### src/rtl/proc_run_ctrl.sv
// -----------------------------------------------------------------------------
// proc_run_ctrl
// Run controller and instruction watcher for the single-cycle processor.
//  - Stretches the processor reset for RESET_CYCLES after `reset` falls.
//  - Counts RUN cycles (saturating) and matches the fetched instruction
//    against NUM_WATCH masked patterns, pulsing watch_hit on each match.
//  - Ends the run on a halt instruction, an iaddr self-loop or a cycle limit,
//    then freezes all status until the next `reset`.
// Build option: define PROC_RUN_CTRL_WATCH_COUNT_EN to build the per-channel
// saturating hit counters; otherwise watch_count reads as zero.
// -----------------------------------------------------------------------------
module proc_run_ctrl #(
    parameter int          RESET_CYCLES = 2,
    parameter int          NUM_WATCH    = 2,
    parameter int          CNT_W        = 32,
    parameter logic [31:0] HALT_INSTR   = 32'h0000000d,
    parameter int          HALT_REPEAT  = 4,
    parameter int          MAX_CYCLES   = 0
) (
    input  logic                       clock,
    input  logic                       reset,
    input  logic [31:0]                iaddr,
    input  logic [31:0]                instr,
    input  logic [NUM_WATCH*32-1:0]    watch_pattern,
    input  logic [NUM_WATCH*32-1:0]    watch_mask,
    output logic                       proc_reset,
    output logic                       running,
    output logic                       done,
    output logic [1:0]                 halt_cause,
    output logic [CNT_W-1:0]           cycle_count,
    output logic [NUM_WATCH-1:0]       watch_hit,
    output logic [NUM_WATCH*CNT_W-1:0] watch_count
);

    // Hold counter must reach RESET_CYCLES; repeat counter must reach HALT_REPEAT-1.
    localparam int HOLD_W = (RESET_CYCLES < 1) ? 1 : $clog2(RESET_CYCLES + 1);
    localparam int REP_W  = $clog2(HALT_REPEAT + 1);

    localparam logic [HOLD_W-1:0] HOLD_LAST = HOLD_W'(RESET_CYCLES);
    localparam logic [REP_W-1:0]  REP_LAST  = REP_W'(HALT_REPEAT - 1);
    localparam logic [CNT_W-1:0]  CYC_LIMIT = CNT_W'(MAX_CYCLES);
    localparam logic [CNT_W-1:0]  CNT_MAX   = {CNT_W{1'b1}};

    localparam logic [1:0] CAUSE_NONE  = 2'b00;
    localparam logic [1:0] CAUSE_HALT  = 2'b01;
    localparam logic [1:0] CAUSE_LOOP  = 2'b10;
    localparam logic [1:0] CAUSE_LIMIT = 2'b11;

    typedef enum logic [1:0] {
        ST_HOLD = 2'b00,
        ST_RUN  = 2'b01,
        ST_DONE = 2'b10
    } state_t;

    state_t                 state_r;
    logic [HOLD_W-1:0]      hold_cnt_r;
    logic [31:0]            prev_iaddr_r;
    logic                   prev_valid_r;
    logic [REP_W-1:0]       rep_cnt_r;

    logic [NUM_WATCH-1:0]   match_s;
    logic [CNT_W-1:0]       cycle_next_s;
    logic                   addr_repeat_s;
    logic [REP_W-1:0]       rep_next_s;
    logic                   hit_halt_s;
    logic                   hit_loop_s;
    logic                   hit_limit_s;
    logic [1:0]             cause_next_s;

    // Saturating increment shared by the cycle and watch counters.
    function automatic logic [CNT_W-1:0] sat_inc(input logic [CNT_W-1:0] value);
        logic [CNT_W-1:0] result;
        if (value == CNT_MAX) begin
            result = value;
        end else begin
            result = value + CNT_W'(1);
        end
        return result;
    endfunction

    // Masked compare: a mask bit of 1 makes the corresponding bit significant.
    function automatic logic match_word(input logic [31:0] word,
                                        input logic [31:0] pattern,
                                        input logic [31:0] mask);
        return (((word ^ pattern) & mask) == 32'd0);
    endfunction

    // Per-channel masked match of the currently fetched instruction.
    always_comb begin
        match_s = '0;
        for (int k = 0; k < NUM_WATCH; k++) begin
            match_s[k] = match_word(instr, watch_pattern[k*32 +: 32], watch_mask[k*32 +: 32]);
        end
    end

    // Halt decision for the current RUN sample; halt instr beats self-loop beats limit.
    always_comb begin
        cycle_next_s  = sat_inc(cycle_count);
        addr_repeat_s = prev_valid_r && (iaddr == prev_iaddr_r);
        if (addr_repeat_s) begin
            rep_next_s = rep_cnt_r + REP_W'(1);
        end else begin
            rep_next_s = '0;
        end
        hit_halt_s  = (instr == HALT_INSTR);
        hit_loop_s  = addr_repeat_s && (rep_next_s == REP_LAST);
        hit_limit_s = (MAX_CYCLES != 0) && (cycle_next_s == CYC_LIMIT);
        if (hit_halt_s) begin
            cause_next_s = CAUSE_HALT;
        end else if (hit_loop_s) begin
            cause_next_s = CAUSE_LOOP;
        end else if (hit_limit_s) begin
            cause_next_s = CAUSE_LIMIT;
        end else begin
            cause_next_s = CAUSE_NONE;
        end
    end

    // Run-control FSM: reset stretch, run bookkeeping, halt capture and freeze.
    always_ff @(posedge clock) begin
        if (reset) begin
            state_r      <= ST_HOLD;
            hold_cnt_r   <= '0;
            proc_reset   <= 1'b1;
            running      <= 1'b0;
            done         <= 1'b0;
            halt_cause   <= CAUSE_NONE;
            cycle_count  <= '0;
            watch_hit    <= '0;
            prev_iaddr_r <= 32'd0;
            prev_valid_r <= 1'b0;
            rep_cnt_r    <= '0;
        end else begin
            case (state_r)
                ST_HOLD: begin
                    watch_hit <= '0;
                    if (hold_cnt_r == HOLD_LAST) begin
                        state_r    <= ST_RUN;
                        proc_reset <= 1'b0;
                        running    <= 1'b1;
                    end else begin
                        hold_cnt_r <= hold_cnt_r + HOLD_W'(1);
                        proc_reset <= 1'b1;
                        running    <= 1'b0;
                    end
                end
                ST_RUN: begin
                    // The halting cycle is still counted and watched.
                    cycle_count  <= cycle_next_s;
                    watch_hit    <= match_s;
                    prev_iaddr_r <= iaddr;
                    prev_valid_r <= 1'b1;
                    rep_cnt_r    <= rep_next_s;
                    if (cause_next_s != CAUSE_NONE) begin
                        state_r    <= ST_DONE;
                        running    <= 1'b0;
                        done       <= 1'b1;
                        halt_cause <= cause_next_s;
                    end else begin
                        running    <= 1'b1;
                    end
                end
                ST_DONE: begin
                    // Everything frozen until reset; only the hit pulse is cleared.
                    watch_hit  <= '0;
                    running    <= 1'b0;
                    done       <= 1'b1;
                    proc_reset <= 1'b0;
                end
                default: begin
                    // Unreachable encoding: fall back to holding the processor in reset.
                    state_r    <= ST_HOLD;
                    hold_cnt_r <= '0;
                    proc_reset <= 1'b1;
                    running    <= 1'b0;
                    done       <= 1'b0;
                    watch_hit  <= '0;
                end
            endcase
        end
    end

`ifdef PROC_RUN_CTRL_WATCH_COUNT_EN
    // Per-channel saturating hit counters, advancing only on RUN samples.
    always_ff @(posedge clock) begin
        if (reset) begin
            watch_count <= '0;
        end else if (state_r == ST_RUN) begin
            for (int k = 0; k < NUM_WATCH; k++) begin
                if (match_s[k]) begin
                    watch_count[k*CNT_W +: CNT_W] <= sat_inc(watch_count[k*CNT_W +: CNT_W]);
                end else begin
                    watch_count[k*CNT_W +: CNT_W] <= watch_count[k*CNT_W +: CNT_W];
                end
            end
        end else begin
            watch_count <= watch_count;
        end
    end
`else
    assign watch_count = {(NUM_WATCH*CNT_W){1'b0}};
`endif

endmodule

### config.mk
export PLATFORM = sky130hd
export DESIGN_NAME = proc_run_ctrl
export DESIGN_NICKNAME = d
export VERILOG_FILES = /design/src/rtl/proc_run_ctrl.sv
export SDC_FILE = /design/constraint.sdc
export NUM_CORES = 1
export LEC_CHECK = 0
export BUFFER_PORTS_ARGS = -buffer_cell sky130_fd_sc_hd__buf_4
export CAP_MARGIN = 30
export CORE_AREA = 3 3 114 116
export DETAILED_ROUTE_END_ITERATION = 16
export DIE_AREA = 0 0 117 119
export MAX_ROUTING_LAYER = met4
export PLACE_DENSITY = 0.83
export SLEW_MARGIN = 20
export SYNTH_ARGS = -nofsm -noshare
export SYNTH_HDL_FRONTEND = slang
export SYNTH_SLANG_ARGS = --single-unit
### constraint.sdc
create_clock -name clock -period 5.3 [get_ports clock]
set_clock_uncertainty 0.05 [all_clocks]
set_input_delay 1.325 -clock clock [delete_from_list [all_inputs] [get_ports clock]]
set_output_delay 1.325 -clock clock [all_outputs]
set_load 0.005 [all_outputs]
==> flow_metrics.env, run 1 <==
export IMPL_initialDrtViolationCount=259
export IMPL_grt_pass1_vias=4597
export IMPL_cts_sinks=79
export IMPL_critical_path_depth=7
export IMPL_clock_tree_buffer_depth=2
export IMPL_cts_root_buf="clkbuf_16"
export IMPL_starting_density_of_the_core=0.426
export IMPL_worst_setup_path_startpoint="iaddr[4]"
export IMPL_viasPerCell=5.11
export IMPL_timing_hold_violations_final=0
export IMPL_globalplace_congestion=0.939
export IMPL_worst_slew_pin_transition_ns=0.907
export IMPL_slew_headroom=0.391
export IMPL_design_die_area_um2=13900
export IMPL_report_power_total_w=0.00186
export IMPL_global_routing_met2_resource_utilization=0.401
export IMPL_synth_yosys_seq_area_share=0.309
export IMPL_routed_wire_per_std_cell_um=17.9
export IMPL_maxCapViolations=0
export IMPL_route_final_wire_length_um=17400
export IMPL_critical_path_top_delay_family="simple AND/OR/NAND/NOR gates"
export IMPL_post_synth_cell_area_avg_um2=8.65
export IMPL_tns_ns=0
export IMPL_critical_path_endpoint_type="register"
export IMPL_overflow=0
export IMPL_synthesis_area_um2=5120
export IMPL_critical_path_max_stage_delay_ns=0.62
export IMPL_final_util=0.589
export IMPL_cts_htree_levels=3
export IMPL_clk_insertion_delay_late_ns=0.34
export IMPL_grt_busiest_layer="met2"
export IMPL_holdCritPathClass="reg -> reg"
export IMPL_grt_util_all_layers=0.240
export IMPL_cts_resized=0
export IMPL_final_common_cell="buf_4"
export IMPL_worstPathMaxFanout=7
export IMPL_most_common_layout_cells="buf_4 (233), xor2_1 (92), dfxtp_1 (79)"
export IMPL_fin_nets=1018
export IMPL_postSynthRegisterBits=79
export IMPL_die_width_um=117
export IMPL_power_density_nw_per_um2=263
export IMPL_path_cells="buf_4 -> xor2_1 -> nor4_1 -> nand4_1 -> or4_1 -> a211o_1 -> o211a_1"
export IMPL_crit_arrival_ns=3.33
export IMPL_initial_antenna_violation_count=3
export IMPL_drt_antenna_violating_nets=0
export IMPL_synth_top_flop_cell="dfxtp_1"
export IMPL_cts_setup_buffers=0
export IMPL_ctsHoldBuffers=0
export IMPL_timing_final_crit_share=0.595
export IMPL_timing_reg2reg_worst_path_depth=6
export IMPL_drt_pass1_iter_count=5
export IMPL_cts_buffers_inserted=9
export IMPL_rr_startpoint="cycle_count[4]$_SDFFE_PP0P_"
export IMPL_vdd_drop_max_mv=0.201
export IMPL_achievable_frequency_mhz=317
export IMPL_die_height_um=119
export IMPL_finalCriticalPeriod_ns=3.15
export IMPL_place_detailed_hpwl_um=14200
export IMPL_cp_endpoint="state_r[0]$_SDFFE_PP0P_"
export IMPL_synth_unique_cells=45
export IMPL_area_delta_synth_final_pct=38.3
export IMPL_critPathKind="in -> reg"
export IMPL_cp_num_buf_inv=1
export IMPL_rows=40
export IMPL_maximum_number_of_pins_on_one_net_before_global_route_repair=76
export IMPL_cpMaxStageDelayCell="or4_1"
export IMPL_layout_drive_gt1_share=0.310
export IMPL_power_leakage_nw=3.16
export IMPL_final_setup_viol_count=0
export IMPL_outcome="complete, no violations"
export IMPL_timing_critical_path_required_ns=5.48
export IMPL_port_buffers=232
export IMPL_drt_drc_violations_left=0
export IMPL_ys_warn_count=0
export IMPL_setup_repair_after_global_routing_missed_its_margin="no"
export IMPL_grt_pass1_wl_um=24700
export IMPL_r2r_end="cycle_count[1]$_SDFFE_PP0P_"
export IMPL_worst_r2r_setup_slack_ns=2.60
export IMPL_num_ports=297
export IMPL_fillerInstances=1104
export IMPL_dr_total_vias=4974
export IMPL_drv_slew=0
export IMPL_globalRouteMet3Util=0.0732
export IMPL_fp_coreArea_um2=12000
export IMPL_post_synth_edffs=0
export IMPL_post_synth_inst_count=592
export IMPL_synth_async_reset_ratio=0
export IMPL_grt_util_met1=0.274
export IMPL_holdPathStages=2
export IMPL_start_kind="input port"
export IMPL_clk_pin_slew_worst_paths_ns=0.06
export IMPL_tritoncts="yes"
-- stage by stage --
| stage | cell area [um^2] | instances | setup WS (ns) | hold WS (ns) |
|---|---|---|---|---|
| CTS | 7070 | 970 | 2.18 | 0.415 |
| detailed placement | 6750 | 954 | 1.82 | 0.400 |
| finish | 7080 | 973 | 2.15 | 0.420 |
| global placement | 6750 | 954 | 1.84 | 0.391 |
| global route | 7080 | 973 | 2.01 | 0.456 |
| floorplan | 5360 | 655 | 2.14 | 0.377 |
-- where the power goes --
group,leakage [nW],switching (W),internal [W]
registers,0.639,0.0000355,0.000648
clock network,0.153,0.000262,0.000417
logic,2.37,0.000241,0.000256
-- cell families (layout without fill, tap and decap cells) --
group / Yosys count / in the layout / share of synthesized area
XOR/XNOR: 117 / 117 / 0.200
multiplexers: 34 / 34 / 0.0665
AO/OA/AOI/OAI: 67 / 67 / 0.0958
buffers and inverters: 94 / 262 / 0.116
other: 1 / 67 / 0.000733
adder cells (fa/ha/maj): 6 / 6 / 0.0147
AND/OR/NAND/NOR: 194 / 194 / 0.197
flip-flops: 79 / 79 / 0.309
-- synth_stat cells (12+ instances only) --
library cell,number,area (um^2)
buf_4,64,480
clkbuf_1,13,48.8
nand2_1,26,97.6
dfxtp_1,79,1580
mux2i_1,34,340
xor2_1,92,806
inv_1,13,48.8
nand4_1,13,81.3
nand3_1,12,60.1
nor3_1,14,70.1
a21oi_1,17,85.1
nor4_1,20,125
nor2_1,69,259
xnor2_1,25,219
-- how the worst min path moves through the flow --
| stage | slack [ns] | endpoint | startpoint |
|---|---|---|---|
| detailed placement | 0.40 | prev_valid_r$_SDFFE_PP0P_ | prev_valid_r$_SDFFE_PP0P_ |
| floorplan | 0.38 | prev_valid_r$_SDFFE_PP0P_ | prev_valid_r$_SDFFE_PP0P_ |
| global placement | 0.39 | prev_valid_r$_SDFFE_PP0P_ | prev_valid_r$_SDFFE_PP0P_ |
| CTS | 0.42 | prev_valid_r$_SDFFE_PP0P_ | prev_valid_r$_SDFFE_PP0P_ |
| global route | 0.46 | prev_valid_r$_SDFFE_PP0P_ | prev_valid_r$_SDFFE_PP0P_ |
| finish | 0.42 | prev_valid_r$_SDFFE_PP0P_ | prev_valid_r$_SDFFE_PP0P_ |
-- worst reg2reg max path, stage by stage (launching register included) --
cell,delay (ns)
dfxtp_1,0.42
nand4_2,0.20
or4b_4,0.60
nor4_4,0.77
nand2b_1,0.26
mux2i_1,0.20
nor2_1,0.05
-- sequential cells by signal, indices dropped and copies added (netlist names) --
name          cells
cycle_count      32
prev_iaddr_r     32
rep_cnt_r         3
halt_cause        2
hold_cnt_r        2
state_r           2
watch_hit         2
done              1
prev_valid_r      1
proc_reset        1
running           1
-- metal layers --
layer  vias to the layer above  routed length (um)
li1                       2395                   -
met1                      2356                6730
met2                       192                8810
met3                        31                1500
met4                         0                 362
met5                         -                   0
-- layout make-up --
class | instances | area, um^2 | share of cell area
Antenna cell | 3 | 7.51 | 0.00106
Clock buffer | 9 | 225 | 0.0318
Clock inverter | 7 | 101 | 0.0143
Inverter | 13 | 48.8 | 0.00689
Multi-Input combinational cell | 482 | 3180 | 0.449
Sequential cell | 79 | 1580 | 0.223
Tap cell | 147 | 184 | 0.0260
Timing Repair Buffer | 233 | 1750 | 0.247
Power figures use the tool's default switching activity.
==> run 2, diff against run 1 <==
==> constraint.sdc (replaced) <==
create_clock -name clock -period 2.9 [get_ports clock]
set_clock_uncertainty 0.05 [all_clocks]
set_input_delay 0.725 -clock clock [delete_from_list [all_inputs] [get_ports clock]]
set_output_delay 0.725 -clock clock [all_outputs]
set_load 0.005 [all_outputs]
==> run 2 against run 1 <==
Against the previous run:
- setup slack got worse by 1.8 ns
- hold slack worse by 0.0089 ns
- via count grew 0.78%
- critical endpoint unchanged
==> flow_metrics.env, run 2 (synthesis results as in run 1) <==
export IMPL_cpMaxStageDelayCell="or4_1"
export IMPL_p_clk_frac=0.345
export IMPL_start_kind="input port"
export IMPL_grt_pass1_vias=4717
export IMPL_cts_setup_buffers=0
export IMPL_placed_area_um2=6790
export IMPL_cts_htree_levels=3
export IMPL_layout_drive_gt1_share=0.315
export IMPL_cts_root_buf="clkbuf_16"
export IMPL_biggestRegsByFlops="cycle_count (32), prev_iaddr_r (32), rep_cnt_r (3)"
export IMPL_vdd_drop_max_mv=0.366
export IMPL_clk_pin_slew_worst_paths_ns=0.06
export IMPL_critical_path_endpoint_type="register"
export IMPL_outcome="complete, no violations"
export IMPL_rows=40
export IMPL_critPathKind="in -> reg"
export IMPL_power_density_nw_per_um2=467
export IMPL_ctsHoldBuffers=0
export IMPL_die_width_um=117
export IMPL_cts_resized=0
export IMPL_die_height_um=119
export IMPL_final_setup_viol_count=0
export IMPL_tritoncts="yes"
export IMPL_grt_util_all_layers=0.240
export IMPL_place_detailed_instances=960
export IMPL_final_instance_count_excl_fill=978
export IMPL_slew_headroom=0.613
export IMPL_port_buffers=232
export IMPL_clk_insertion_delay_late_ns=0.33
export IMPL_netSwitchingPower_w=0.000958
export IMPL_overflow=0
export IMPL_finalCriticalPeriod_ns=2.56
export IMPL_drt_antenna_violating_nets=0
export IMPL_drt_pass1_iter_count=7
export IMPL_timing_hold_violations_final=0
export IMPL_drt_drc_violations_left=0
export IMPL_design_die_area_um2=13900
export IMPL_initialDrtViolationCount=202
export IMPL_postLayoutCellArea_um2=7100
export IMPL_path_cells="buf_4 -> xor2_1 -> nor4_1 -> nand4_1 -> or4_1 -> a211o_1 -> o211a_1"
export IMPL_timing_final_crit_share=0.882
export IMPL_cts_sinks=79
export IMPL_fp_coreArea_um2=12000
export IMPL_grt_pass1_wl_um=24800
export IMPL_holdCritPathClass="reg -> reg"
export IMPL_fin_nets=1024
export IMPL_drv_slew=0
export IMPL_critical_path_max_stage_delay_ns=0.66
export IMPL_power_leakage_nw=3.18
export IMPL_final_common_cell="buf_4"
export IMPL_viasPerCell=5.13
export IMPL_cell_internal_pwr_w=0.00236
export IMPL_clock_tree_buffer_depth=2
export IMPL_route_final_wire_length_um=17200
export IMPL_cts_buffers_inserted=9
export IMPL_maximum_number_of_pins_on_one_net_before_global_route_repair=46
export IMPL_combinationalPowerShare=0.278
export IMPL_worstPathMaxFanout=7
export IMPL_achievable_frequency_mhz=391
export IMPL_globalplace_congestion=0.947
export IMPL_maxCapViolations=0
export IMPL_worst_slew_pin_transition_ns=0.576
export IMPL_starting_density_of_the_core=0.426
export IMPL_most_common_layout_cells="buf_4 (239), xor2_1 (92), dfxtp_1 (79)"
export IMPL_setup_repair_after_global_routing_missed_its_margin="no"
export IMPL_area_delta_synth_final_pct=38.7
export IMPL_tns_ns=0
export IMPL_initial_antenna_violation_count=2
export IMPL_routed_wire_per_std_cell_um=17.6
export IMPL_num_ports=297
export IMPL_place_detailed_hpwl_um=14300
export IMPL_pwr_share_seq=0.377
export IMPL_power_switching_share=0.289
export IMPL_crit_arrival_ns=2.73
export IMPL_dr_total_vias=5013
export IMPL_timing_critical_path_required_ns=3.07
run 2: changes by cell type in the layout (fill, tap and decap cells not counted), sizes merged:
| cell | change |
|---|---|
| inv | -2 |
| buf | +6 |
| clkbuf | +1 |
| diode | -1 |
| clkinv | +2 |
| bufinv | -1 |
run 2: per-layer routing:
layer,wire (um),vias to the layer above,global-route usage
li1,-,2410,-
met1,6740,2350,0.281
met2,8530,216,0.390
met3,1360,37,0.0579
met4,541,0,0.0996
met5,0,-,-
run 2: final cells by class:
type	count	area, um^2
clock inverter	6	67.6
clock buffer	10	239
sequential	79	1580
tap	147	184
multi-input combinational	482	3180
antenna	2	5.00
inverter	13	48.8
fill	1113	4910
timing repair buffer	239	1790
run 2: stage by stage:
stage          hold WS [ns]  power, W  utilization  setup WS (ns)
2_1_floorplan         0.377   0.00185            -          0.337
3_3_place_gp          0.387   0.00217        0.565         0.0606
3_5_place_dp          0.396   0.00219        0.565         0.0312
4_1_cts               0.413   0.00336        0.591          0.386
5_1_grt               0.443   0.00350        0.591          0.256
6_report              0.412   0.00331        0.591          0.342
run 2: worst max-delay path, delay by kind of cell:
family | cells | cell delay (ns)
buffers and inverters | 1 | 0.12
AO/OA/AOI/OAI | 2 | 0.46
XOR/XNOR | 1 | 0.13
AND/OR/NAND/NOR | 3 | 1.30
run 2: power by group through the flow:
stage / sequential (W) / clock, W / combinational [W]
2_1_floorplan: 0.00126 / 0 / 0.000591
3_5_place_dp: 0.00127 / 0 / 0.000921
3_3_place_gp: 0.00127 / 0 / 0.000905
6_report: 0.00125 / 0.00114 / 0.000922
4_1_cts: 0.00125 / 0.00118 / 0.000926
5_1_grt: 0.00126 / 0.00122 / 0.00101
run 2: worst paths after layout:
| check | cells past startpoint | to | start | slack (ns) |
|---|---|---|---|---|
| hold / removal | 2 | prev_valid_r$_SDFFE_PP0P_ | prev_valid_r$_SDFFE_PP0P_ | 0.41 |
| setup reg to reg | 6 | state_r[0]$_SDFFE_PP0P_ | prev_iaddr_r[24]$_SDFFE_PP0P_ | 0.50 |
| setup / recovery | 7 | state_r[0]$_SDFFE_PP0P_ | iaddr[12] | 0.34 |
| hold reg to reg | 2 | prev_valid_r$_SDFFE_PP0P_ | prev_valid_r$_SDFFE_PP0P_ | 0.41 |
